File: src/rtl/fir_output_normalizer_pkg.sv
// Shared types and constants for the FIR output normalizer.
package fir_pkg;

    localparam int DEF_WIDTH    = 16;
    localparam int DEF_IN_WIDTH = DEF_WIDTH + 4;

    // Width of a counter that can hold 0..in_width inclusive.
    function automatic int cnt_width(input int in_width);
        return $clog2(in_width + 1);
    endfunction

    localparam int CNT_W = cnt_width(DEF_IN_WIDTH);

    // Normalizer control states; IDLE is the reset state.
    typedef enum logic [1:0] {
        IDLE = 2'd0,
        DIV  = 2'd1,
        FIN  = 2'd2,
        HOLD = 2'd3
    } norm_state_t;

endpackage

File: src/rtl/fir_output_normalizer_if.sv
// Input and output handshake bundle of the FIR output normalizer.
//
// Handshake rule, both sides: a transfer happens on a rising clock edge
// where valid and ready are both high. The producer keeps its payload
// stable while valid is high and ready is low. On the output side the
// normalizer never drops out_valid or changes out_data/out_sat until the
// transfer has happened.
interface fir_output_normalizer_if #(
    parameter int WIDTH    = 16,
    parameter int IN_WIDTH = WIDTH + 4
);
    logic                in_valid;
    logic                in_ready;
    logic [IN_WIDTH-1:0] in_data;
    logic                out_valid;
    logic                out_ready;
    logic [WIDTH-1:0]    out_data;
    logic                out_sat;

    // Upstream FIR side plus the downstream consumer.
    modport master (
        output in_valid, in_data, out_ready,
        input  in_ready, out_valid, out_data, out_sat
    );

    // The normalizer itself.
    modport slave (
        input  in_valid, in_data, out_ready,
        output in_ready, out_valid, out_data, out_sat
    );
endinterface

File: src/rtl/fir_output_normalizer_udiv_step.sv
// One restoring-division step: shift the next dividend bit into the
// remainder and subtract the divisor if it fits.
module fir_udiv_step #(
    parameter int RW = 21
) (
    input  logic [RW-1:0] rem_i,
    input  logic          bit_i,
    input  logic [RW-1:0] divisor_i,
    output logic [RW-1:0] rem_o,
    output logic          q_o
);

    logic [RW:0]   trial;
    logic [RW-1:0] diff;

    // Trial subtraction; the extra top bit keeps the compare exact even if
    // the incoming remainder uses its full width.
    always_comb begin
        trial = {rem_i, bit_i};
        diff  = trial[RW-1:0] - divisor_i;
        if (trial >= {1'b0, divisor_i}) begin
            rem_o = diff;
            q_o   = 1'b1;
        end else begin
            rem_o = trial[RW-1:0];
            q_o   = 1'b0;
        end
    end

endmodule

File: src/rtl/fir_output_normalizer.sv
// Sequential normalizer: divides the signed raw FIR sum by the fixed
// coefficient sum with a bit-serial restoring divider, rounds half away
// from zero and saturates to the sample width.
module fir_output_normalizer
    import fir_pkg::*;
#(
    parameter int WIDTH    = 16,
    parameter int IN_WIDTH = WIDTH + 4,
    parameter int DIVISOR  = 20
) (
    input  logic                    clk,
    input  logic                    rst_n,
    fir_output_normalizer_if.slave  bus,
    output logic                    busy,
    output norm_state_t             dbg_state
);

    localparam int RW = IN_WIDTH + 1;
    localparam int CW = cnt_width(IN_WIDTH);

    localparam logic [RW-1:0]    DIV_V     = RW'(DIVISOR);
    localparam logic [RW-1:0]    POS_MAX   = RW'((longint'(1) << (WIDTH - 1)) - 1);
    localparam logic [RW-1:0]    NEG_MAG   = RW'(longint'(1) << (WIDTH - 1));
    localparam logic [WIDTH-1:0] POS_CLAMP = {1'b0, {(WIDTH-1){1'b1}}};
    localparam logic [WIDTH-1:0] NEG_CLAMP = {1'b1, {(WIDTH-1){1'b0}}};
    localparam logic [CW-1:0]    LAST_CNT  = CW'(IN_WIDTH - 1);

    // A divisor outside 1..2^IN_WIDTH-1 cannot be represented by the
    // remainder datapath.
    if (DIVISOR < 1 || longint'(DIVISOR) >= (longint'(1) << IN_WIDTH)) begin : g_bad_divisor
        $error("fir_output_normalizer: DIVISOR out of range");
    end

    norm_state_t         state_q, state_d;
    logic                sign_q, sign_d;
    logic [IN_WIDTH-1:0] mag_q, mag_d;
    logic [RW-1:0]       rem_q, rem_d;
    logic [IN_WIDTH-1:0] quo_q, quo_d;
    logic [CW-1:0]       cnt_q, cnt_d;
    logic [WIDTH-1:0]    out_data_q, out_data_d;
    logic                out_sat_q, out_sat_d;

    logic [RW-1:0]       step_rem;
    logic                step_q;
    logic                round_up;
    logic [RW-1:0]       qr;

    fir_udiv_step #(.RW(RW)) u_step (
        .rem_i     (rem_q),
        .bit_i     (mag_q[IN_WIDTH-1]),
        .divisor_i (DIV_V),
        .rem_o     (step_rem),
        .q_o       (step_q)
    );

    // Next-state and datapath: capture, one divide step per cycle, then
    // round/sign/saturate once and hold the result for the consumer.
    always_comb begin
        state_d    = state_q;
        sign_d     = sign_q;
        mag_d      = mag_q;
        rem_d      = rem_q;
        quo_d      = quo_q;
        cnt_d      = cnt_q;
        out_data_d = out_data_q;
        out_sat_d  = out_sat_q;

        // Remainder is always below the divisor, so 2*rem fits in RW bits.
        round_up = ({rem_q[IN_WIDTH-1:0], 1'b0} >= DIV_V);
        qr       = {1'b0, quo_q} + {{(RW-1){1'b0}}, round_up};

        case (state_q)
            IDLE: begin
                if (bus.in_valid) begin
                    state_d = DIV;
                    sign_d  = bus.in_data[IN_WIDTH-1];
                    // The most negative input negates to itself, which read
                    // as unsigned is exactly its magnitude.
                    mag_d   = bus.in_data[IN_WIDTH-1] ? -bus.in_data : bus.in_data;
                    rem_d   = '0;
                    quo_d   = '0;
                    cnt_d   = '0;
                end
            end
            DIV: begin
                rem_d = step_rem;
                quo_d = {quo_q[IN_WIDTH-2:0], step_q};
                mag_d = {mag_q[IN_WIDTH-2:0], 1'b0};
                cnt_d = cnt_q + CW'(1);
                if (cnt_q == LAST_CNT) begin
                    state_d = FIN;
                end
            end
            FIN: begin
                state_d   = HOLD;
                out_sat_d = 1'b0;
                if (!sign_q && (qr > POS_MAX)) begin
                    out_data_d = POS_CLAMP;
                    out_sat_d  = 1'b1;
                end else if (sign_q && (qr > NEG_MAG)) begin
                    out_data_d = NEG_CLAMP;
                    out_sat_d  = 1'b1;
                end else if (sign_q) begin
                    // A zero magnitude negates to zero, so no negative zero.
                    out_data_d = -qr[WIDTH-1:0];
                end else begin
                    out_data_d = qr[WIDTH-1:0];
                end
            end
            HOLD: begin
                if (bus.out_ready) begin
                    state_d = IDLE;
                end
            end
            default: state_d = IDLE;
        endcase
    end

    // State and datapath registers; reset clears everything at once.
    always_ff @(posedge clk or negedge rst_n) begin
        if (!rst_n) begin
            state_q    <= IDLE;
            sign_q     <= 1'b0;
            mag_q      <= '0;
            rem_q      <= '0;
            quo_q      <= '0;
            cnt_q      <= '0;
            out_data_q <= '0;
            out_sat_q  <= 1'b0;
        end else begin
            state_q    <= state_d;
            sign_q     <= sign_d;
            mag_q      <= mag_d;
            rem_q      <= rem_d;
            quo_q      <= quo_d;
            cnt_q      <= cnt_d;
            out_data_q <= out_data_d;
            out_sat_q  <= out_sat_d;
        end
    end

    // Handshake and status outputs decode directly from the state register.
    always_comb begin
        bus.in_ready  = (state_q == IDLE);
        bus.out_valid = (state_q == HOLD);
        bus.out_data  = out_data_q;
        bus.out_sat   = out_sat_q;
        busy          = (state_q != IDLE);
        dbg_state     = state_q;
    end

endmodule

File: src/flat_wrapper.sv
// flat-port wrapper written by rule: the top's interface ports become plain ports
module fir_output_normalizer_flat import fir_pkg::*;
#(
    parameter int WIDTH    = 16,
    parameter int IN_WIDTH = WIDTH + 4,
    parameter int DIVISOR  = 20
)
  (clk, rst_n, busy, dbg_state, bus_in_valid, bus_in_data, bus_out_ready, bus_in_ready, bus_out_valid, bus_out_data, bus_out_sat);
  fir_output_normalizer_if #(.WIDTH(WIDTH), .IN_WIDTH(IN_WIDTH)) bus_i ();
  input  logic clk;
  input  logic rst_n;
  output logic busy;
  output norm_state_t dbg_state;
  input wire logic [$bits(bus_i.in_valid)-1:0] bus_in_valid;
  input wire logic [$bits(bus_i.in_data)-1:0] bus_in_data;
  input wire logic [$bits(bus_i.out_ready)-1:0] bus_out_ready;
  output wire logic [$bits(bus_i.in_ready)-1:0] bus_in_ready;
  output wire logic [$bits(bus_i.out_valid)-1:0] bus_out_valid;
  output wire logic [$bits(bus_i.out_data)-1:0] bus_out_data;
  output wire logic [$bits(bus_i.out_sat)-1:0] bus_out_sat;
  assign bus_i.in_valid = bus_in_valid;
  assign bus_i.in_data = bus_in_data;
  assign bus_i.out_ready = bus_out_ready;
  assign bus_in_ready = bus_i.in_ready;
  assign bus_out_valid = bus_i.out_valid;
  assign bus_out_data = bus_i.out_data;
  assign bus_out_sat = bus_i.out_sat;
  fir_output_normalizer #(.WIDTH(WIDTH), .IN_WIDTH(IN_WIDTH), .DIVISOR(DIVISOR)) u_core (.clk(clk), .rst_n(rst_n), .bus(bus_i), .busy(busy), .dbg_state(dbg_state));
endmodule
File: config.mk
export PLATFORM = sky130hd
export DESIGN_NAME = fir_output_normalizer_flat
export DESIGN_NICKNAME = d
export VERILOG_FILES = /design/src/rtl/fir_output_normalizer_pkg.sv /design/src/rtl/fir_output_normalizer_if.sv /design/src/rtl/fir_output_normalizer_udiv_step.sv /design/src/rtl/fir_output_normalizer.sv /design/src/flat_wrapper.sv
export SDC_FILE = /design/constraint.sdc
export NUM_CORES = 1
export LEC_CHECK = 0
export CAP_MARGIN = 5
export CELL_PAD_IN_SITES_DETAIL_PLACEMENT = 1
export CELL_PAD_IN_SITES_GLOBAL_PLACEMENT = 2
export CORE_MARGIN = 5
export CORE_UTILIZATION = 34
export CTS_BUF_LIST = sky130_fd_sc_hd__clkbuf_4 sky130_fd_sc_hd__clkbuf_8
export DETAILED_ROUTE_END_ITERATION = 6
export GPL_ROUTABILITY_DRIVEN = 0
export PLACE_DENSITY_LB_ADDON = 0.12
export SYNTH_ARGS = -nofsm -noshare
export SYNTH_HDL_FRONTEND = slang
export SYNTH_SLANG_ARGS = --single-unit
File: constraint.sdc
create_clock -name clk -period 3.7 [get_ports clk]
set_clock_uncertainty 0.15 [all_clocks]
set_input_delay 0.925 -clock clk [delete_from_list [all_inputs] [get_ports clk]]
set_output_delay 0.925 -clock clk [all_outputs]
set_load 0.005 [all_outputs]
# Word level (Yosys, flattened, before mapping)
# Index checks and enable logic that the tools add are counted.
# totals
ff_bits	86
inputBits	24
output_inout_bits	22
wordCells	53
# op_classes
add_sub_neg	5
magnitude_cmp	4
n_eq_ne	7
mux	20
n_reduce_logical	9
# ops
cell	n
case mux 20 bit (2 select lines)	2
2-to-1 mux 20 bit	3
2-to-1 mux 16 bit	3
2-to-1 mux 21 bit	2
case mux 21 bit (2 select lines)	1
>= comparator 22 x 5 -> 1 bit, second input constant	1
adder 20 x 1 -> 21 bit	1
>= comparator 21 x 5 -> 1 bit, second input constant	1
greater-than comparator 21 x 15 -> 1 bit, second input constant	1
greater-than comparator 21 x 16 -> 1 bit, second input constant	1
subtractor 21 x 5 -> 21 bit, second input constant	1
negator 20 bit	1
negator 16 bit	1
case mux 5 bit (2 select lines)	1
case mux 2 bit (4 select lines)	1
2-to-1 mux 2 bit	3
adder 5 x 1 -> 5 bit, second input constant	1
== test 5 bit, second input constant	1
2-to-1 mux 5 bit	1
== test 2 bit, second input constant	2
inequality test 2 bit, second input constant	2
AND reduction 2 bit	2
nonzero test 2 bit	2
2-to-1 mux 1 bit	3
6 further kinds	7

# Depth between registers and ports, before layout
# depth
ltp_word	6
ltp_mapped	16
mapped_depth_nobuf	14

# Modules after synthesis
# From an unflattened synthesis, not the netlist that was laid out.
# hier_totals
hier_cells	783
area_unflattened_um2	6720.2
# modules_own_cells
mod	n_inst	cells_each	area_each_um2	seq_area_each_um2
fir_output_normalizer	1	563	5121.2	2152.1
fir_udiv_step	1	220	1599.0	0.0

# Worst setup path after synthesis
# No wires, ideal clock.
# synth_timing
kind	flip-flop to flip-flop
start	register u_core.rem_q[4]
end	register u_core.out_data_q[15] (netlist: u_core.bus.out_data[15])
setup_ns	0.135
arrival_ns	3.417
t_required_ns	3.415
path_slack_ns	-0.003
path_stages_with_launch	16
path_buffers	2
synth_period_minus_slack_ns	3.703
path_cell_list	dfrtp_1 -> clkbuf_1 -> nor3_1 -> nand3_1 -> nor3_1 -> nand3_1 -> ha_1 -> ha_1 -> buf_2 -> or4_1 -> nor3_2 -> o32ai_2 -> o41a_1 -> a21oi_1 -> xnor2_1 -> o221ai_2
# synth_between
elab_chain_len	6
elab_cells_between_ends	10
cone_classes	add/sub (2); order compare (3); mux (3); reduce/logical (2)
# synth_lines
item	line_no	source
start, declared	fir_output_normalizer.sv:37	logic [RW-1:0] rem_q, rem_d;
start signal, assigned	fir_output_normalizer.sv:134	rem_q <= rem_d;
>= comparator 21 x 5 -> 1 bit (*)	fir_output_normalizer.sv:69	round_up = ({rem_q[IN_WIDTH-1:0], 1'b0} >= DIV_V);
adder 20 x 1 -> 21 bit (*)	fir_output_normalizer.sv:70	qr = {1'b0, quo_q} + {{(RW-1){1'b0}}, round_up};
negator 16 bit or greater-than comparator 21 x 16 -> 1 bit (tied branches)	fir_output_normalizer.sv:105, fir_output_normalizer.sv:100	
2-to-1 mux 16 bit or logical AND 1 bit (tied branches)	fir_output_normalizer.sv:103, fir_output_normalizer.sv:100	
2-to-1 mux 16 bit	fir_output_normalizer.sv:100	end else if (sign_q && (qr > NEG_MAG)) begin
2-to-1 mux 16 bit (*)	fir_output_normalizer.sv:97	if (!sign_q && (qr > POS_MAX)) begin
end signal, assigned	fir_output_normalizer.sv:137	out_data_q <= out_data_d;
end, declared	fir_output_normalizer.sv:40	logic [WIDTH-1:0] out_data_q, out_data_d;
# Mark *: on every way between the ends. The rest lies on a longest branch, timed or not.
# A chain may end at the register's enable or synchronous reset.

# Final worst setup path
# layout_timing
start	register u_core.rem_q[16]
end	register u_core.out_data_q[15] (netlist: u_core.bus.out_data[15])
# The elaborated chain is that of the path after synthesis.

==> flow_summary.ini <==
[yosys]
synthFlopType = dfrtp_1
synthTopCellsByArea = dfrtp_1 (39%), xnor2_1 (6.3%), o21ai_0 (5.0%)
async_reset_ff_share_pct = 100
synth_edf_count = 0
synthCells = 618
synth_seq_area_share_pct = 38.7
ys_seq_elements = 86
yosys.area.top_type = dfrtp_1
synth_common_cells = dfrtp_1 (86), nand2_1 (62), o21ai_0 (55), nor2_1 (43), xnor2_1 (40)
syn_area_um2 = 5560
avgSynthCellArea_um2 = 9.00
synth.most_common_cell = dfrtp_1
post-synth-top-area-fraction_pct = 38.7
yosysUniqueCellTypes = 72
ys_warn_count = 0
syn_nets = 654

[finish]
layout-drive-gt1-share_pct = 13.8
diodes = 0
multi_input_area_um2 = 3290
ff_latch_area_um2 = 2150
fill_cells = 1854
nets = 700
area_delta_synth_final_pct = 21.4

[critical_path]
cp_slowest_cell = or4_4
critPathTopFamily = simple AND/OR/NAND/NOR gates
cp_slowest_stage_delay_ps = 550
required_ps = 3810
cp-start-kind = register
cp_max_fo = 4
cp-end-kind = register
path_buf_inv = 0
arrival_ps = 3700
critPathKind = reg -> reg
cp_cell_sequence = or4_4 -> nor2_2 -> nand3_1 -> ha_1 -> ha_2 -> or4_4 -> nor3_4 -> o32ai_4 -> o41a_1 -> a21oi_2 -> xnor2_1 -> o221ai_2
crit_top_cell = or4_4

[routing]
postRouteAntennaNets = 0
vias = 4817
drtIter0Drc = 312
viasPerCell = 5.45
drc_errors = 0
avgRoutedWirePerCell_um = 17.4
firstDrtPassIters = 5
drt-total-wl_um = 15400

[cts]
cts-buffers-inserted = 9
cts_tree = yes
clock-sinks = 86
h-tree-depth = 3
clk_path_buf_depth = 2
root_buffer = clkbuf_8
clkLatencyLatePin_ps = 380
cts.clk_slew.worst_paths_ps = 100

[timing]
setup_viol = 0
timing.final.crit_share_pct = 97.1
fin_ws_ps = 106
min_period_ps = 3590
drv_slew = 0
relSlewSlack_pct = 37.1
tns_ps = 0
worstMarginPinSlew_ps = 943
max_freq_ghz = 0.278
timing_hold_violations_final = 0

[grt]
antenna_found_initial = 0
grt_usage_pct = 17.1
grt_pass1_vias = 5075
grt_max_degree = 52
grt_pass1_wl_um = 26200
gr-total-overflow = 0

[floorplan]
start_util_pct = 34.9
dieHeight_um = 138
rows = 46
dieArea_um2 = 19000
io_pins = 46
core_um2 = 15900
die_width_um = 138

[status]
status = finished, final reports clean

[placed_design]
dp_hpwl_um = 11000
io_buffers = 45
pre_cts_slack_ps = 8.45

[run]
drv_cap = 0

[hold_path]
hold_path.class = reg -> reg

[power]
power.static_leakage_nw = 2.77
max-vdd-ir-drop_v = 0.000322
power_density_nw_per_um2 = 829
==> placed cells by master, fill, tap and decap left out, types with 3 or more instances in the layout <==
cell type	count
nor2b_1	6
nor4_1	6
nor3_1	17
nand3_1	17
a22o_1	25
nor3b_1	5
and4_1	3
buf_12	4
nor3_2	4
o31ai_1	10
nand3_2	3
a21boi_0	3
a311oi_1	3
nor3_4	3
dfrtp_1	86
xnor2_1	40
o41ai_1	4
and3b_1	3
buf_4	32
a21oi_1	23
a31oi_1	4
and3_1	4
o22a_1	14
clkdlybuf4s50_1	44
clkbuf_8	10
ha_1	11
nand2b_1	4
o21ai_0	55
mux2i_1	6
nand2_1	62
nor2_1	42
mux2_2	3
or3_1	5
and2_1	5
inv_1	15
nand4_1	9
a21o_1	3
xor2_1	19
==> power by group <==
group          leakage (nW)  switching (mW)  internal [mW]  total (mW)
sequential             1.10           0.435           1.30        1.74
clock                 0.105           0.363          0.396       0.759
combinational          1.57            1.62           1.48        3.10
==> registers in the layout, summed over array words and instances, names as in the netlist <==
register and flops:
u_core.sign_q 1, u_core.mag_q 20, u_core.quo_q 20, u_core.cnt_q 5, u_core.dbg_state 2, u_core.bus.out_sat 1
u_core.bus.out_data 16, u_core.rem_q 21
==> worst register-to-register path: stages (launching register included) <==
cell and delay [ps]:
dfrtp_1 390, or4_4 550, nor2_2 130, nand3_1 90, ha_1 220, ha_2 200
or4_4 550, nor3_4 190, o32ai_4 150, o41a_1 450, a21oi_2 130, xnor2_1 150
o221ai_2 110
==> worst paths after layout <==
kind                       slack (ps)                                  end  cells past startpoint                         start
min in group asynchronous         430          u_core.rem_q[9]$_DFFE_PN0P_                      1                         rst_n
min                               330         u_core.mag_q[12]$_DFFE_PN0P_                      2  u_core.mag_q[12]$_DFFE_PN0P_
max in group asynchronous        2300         u_core.quo_q[19]$_DFFE_PN0P_                      2                         rst_n
min reg2reg                       330         u_core.mag_q[12]$_DFFE_PN0P_                      2  u_core.mag_q[12]$_DFFE_PN0P_
max                               110  u_core.bus.out_data[15]$_DFFE_PN0P_                     12  u_core.rem_q[16]$_DFFE_PN0P_
max reg2reg                       110  u_core.bus.out_data[15]$_DFFE_PN0P_                     12  u_core.rem_q[16]$_DFFE_PN0P_
==> metrics by stage <==
stage	hold WS (ps)	instance area [um2]	cells	power [mW]	utilization, %
final	333	6750	884	5.60	42.3
after global routing	360	6750	884	6.09	42.3
after CTS	341	6580	873	5.54	41.2
after detailed placement	320	6290	856	4.63	39.5
after global placement	313	6290	856	4.52	39.5
after floorplan	295	5560	618	3.66	-
==> cell type report <==
type	instances	share of cell area, %
Multi-Input combinational cell	471	48.7
Tap cell	216	4.00
Sequential cell	86	31.9
Timing Repair Buffer	80	11.3
Clock buffer	10	2.04
Clock inverter	5	1.24
Inverter	16	0.890
==> timing repair <==
item                                    4_1_cts  5_1_grt
pin swaps                                     3        9
endpoints found under the setup margin        2       17
gates resized for setup                       9       14
endpoints found under the hold margin         0        0
hold buffers                                  0        0
setup buffers                                 2       11
==> per-layer routing <==
layer  up-vias  global-route usage [%]  part of all wire (%)
met5         -                       0                     0
met3        13                    2.25                   2.1
met1      2414                    24.3                    49
met4         0                    4.77                   1.2
met2        59                    27.4                    48
li1       2331                       -                     -
==> kinds of logic (layout without fill, tap and decap cells) <==
group,count (synthesis),in the layout,share of synthesized area [%]
adders and majority gates,12,12,2.70
muxes,9,9,1.69
xor gates and xnor gates,60,60,9.45
and+or+nand+nor,213,213,19.8
buffers and inverters,61,111,4.79
AOI/OAI and AO/OA,177,177,22.9
DFF,86,86,38.7
Power figures use the tool's default switching activity.
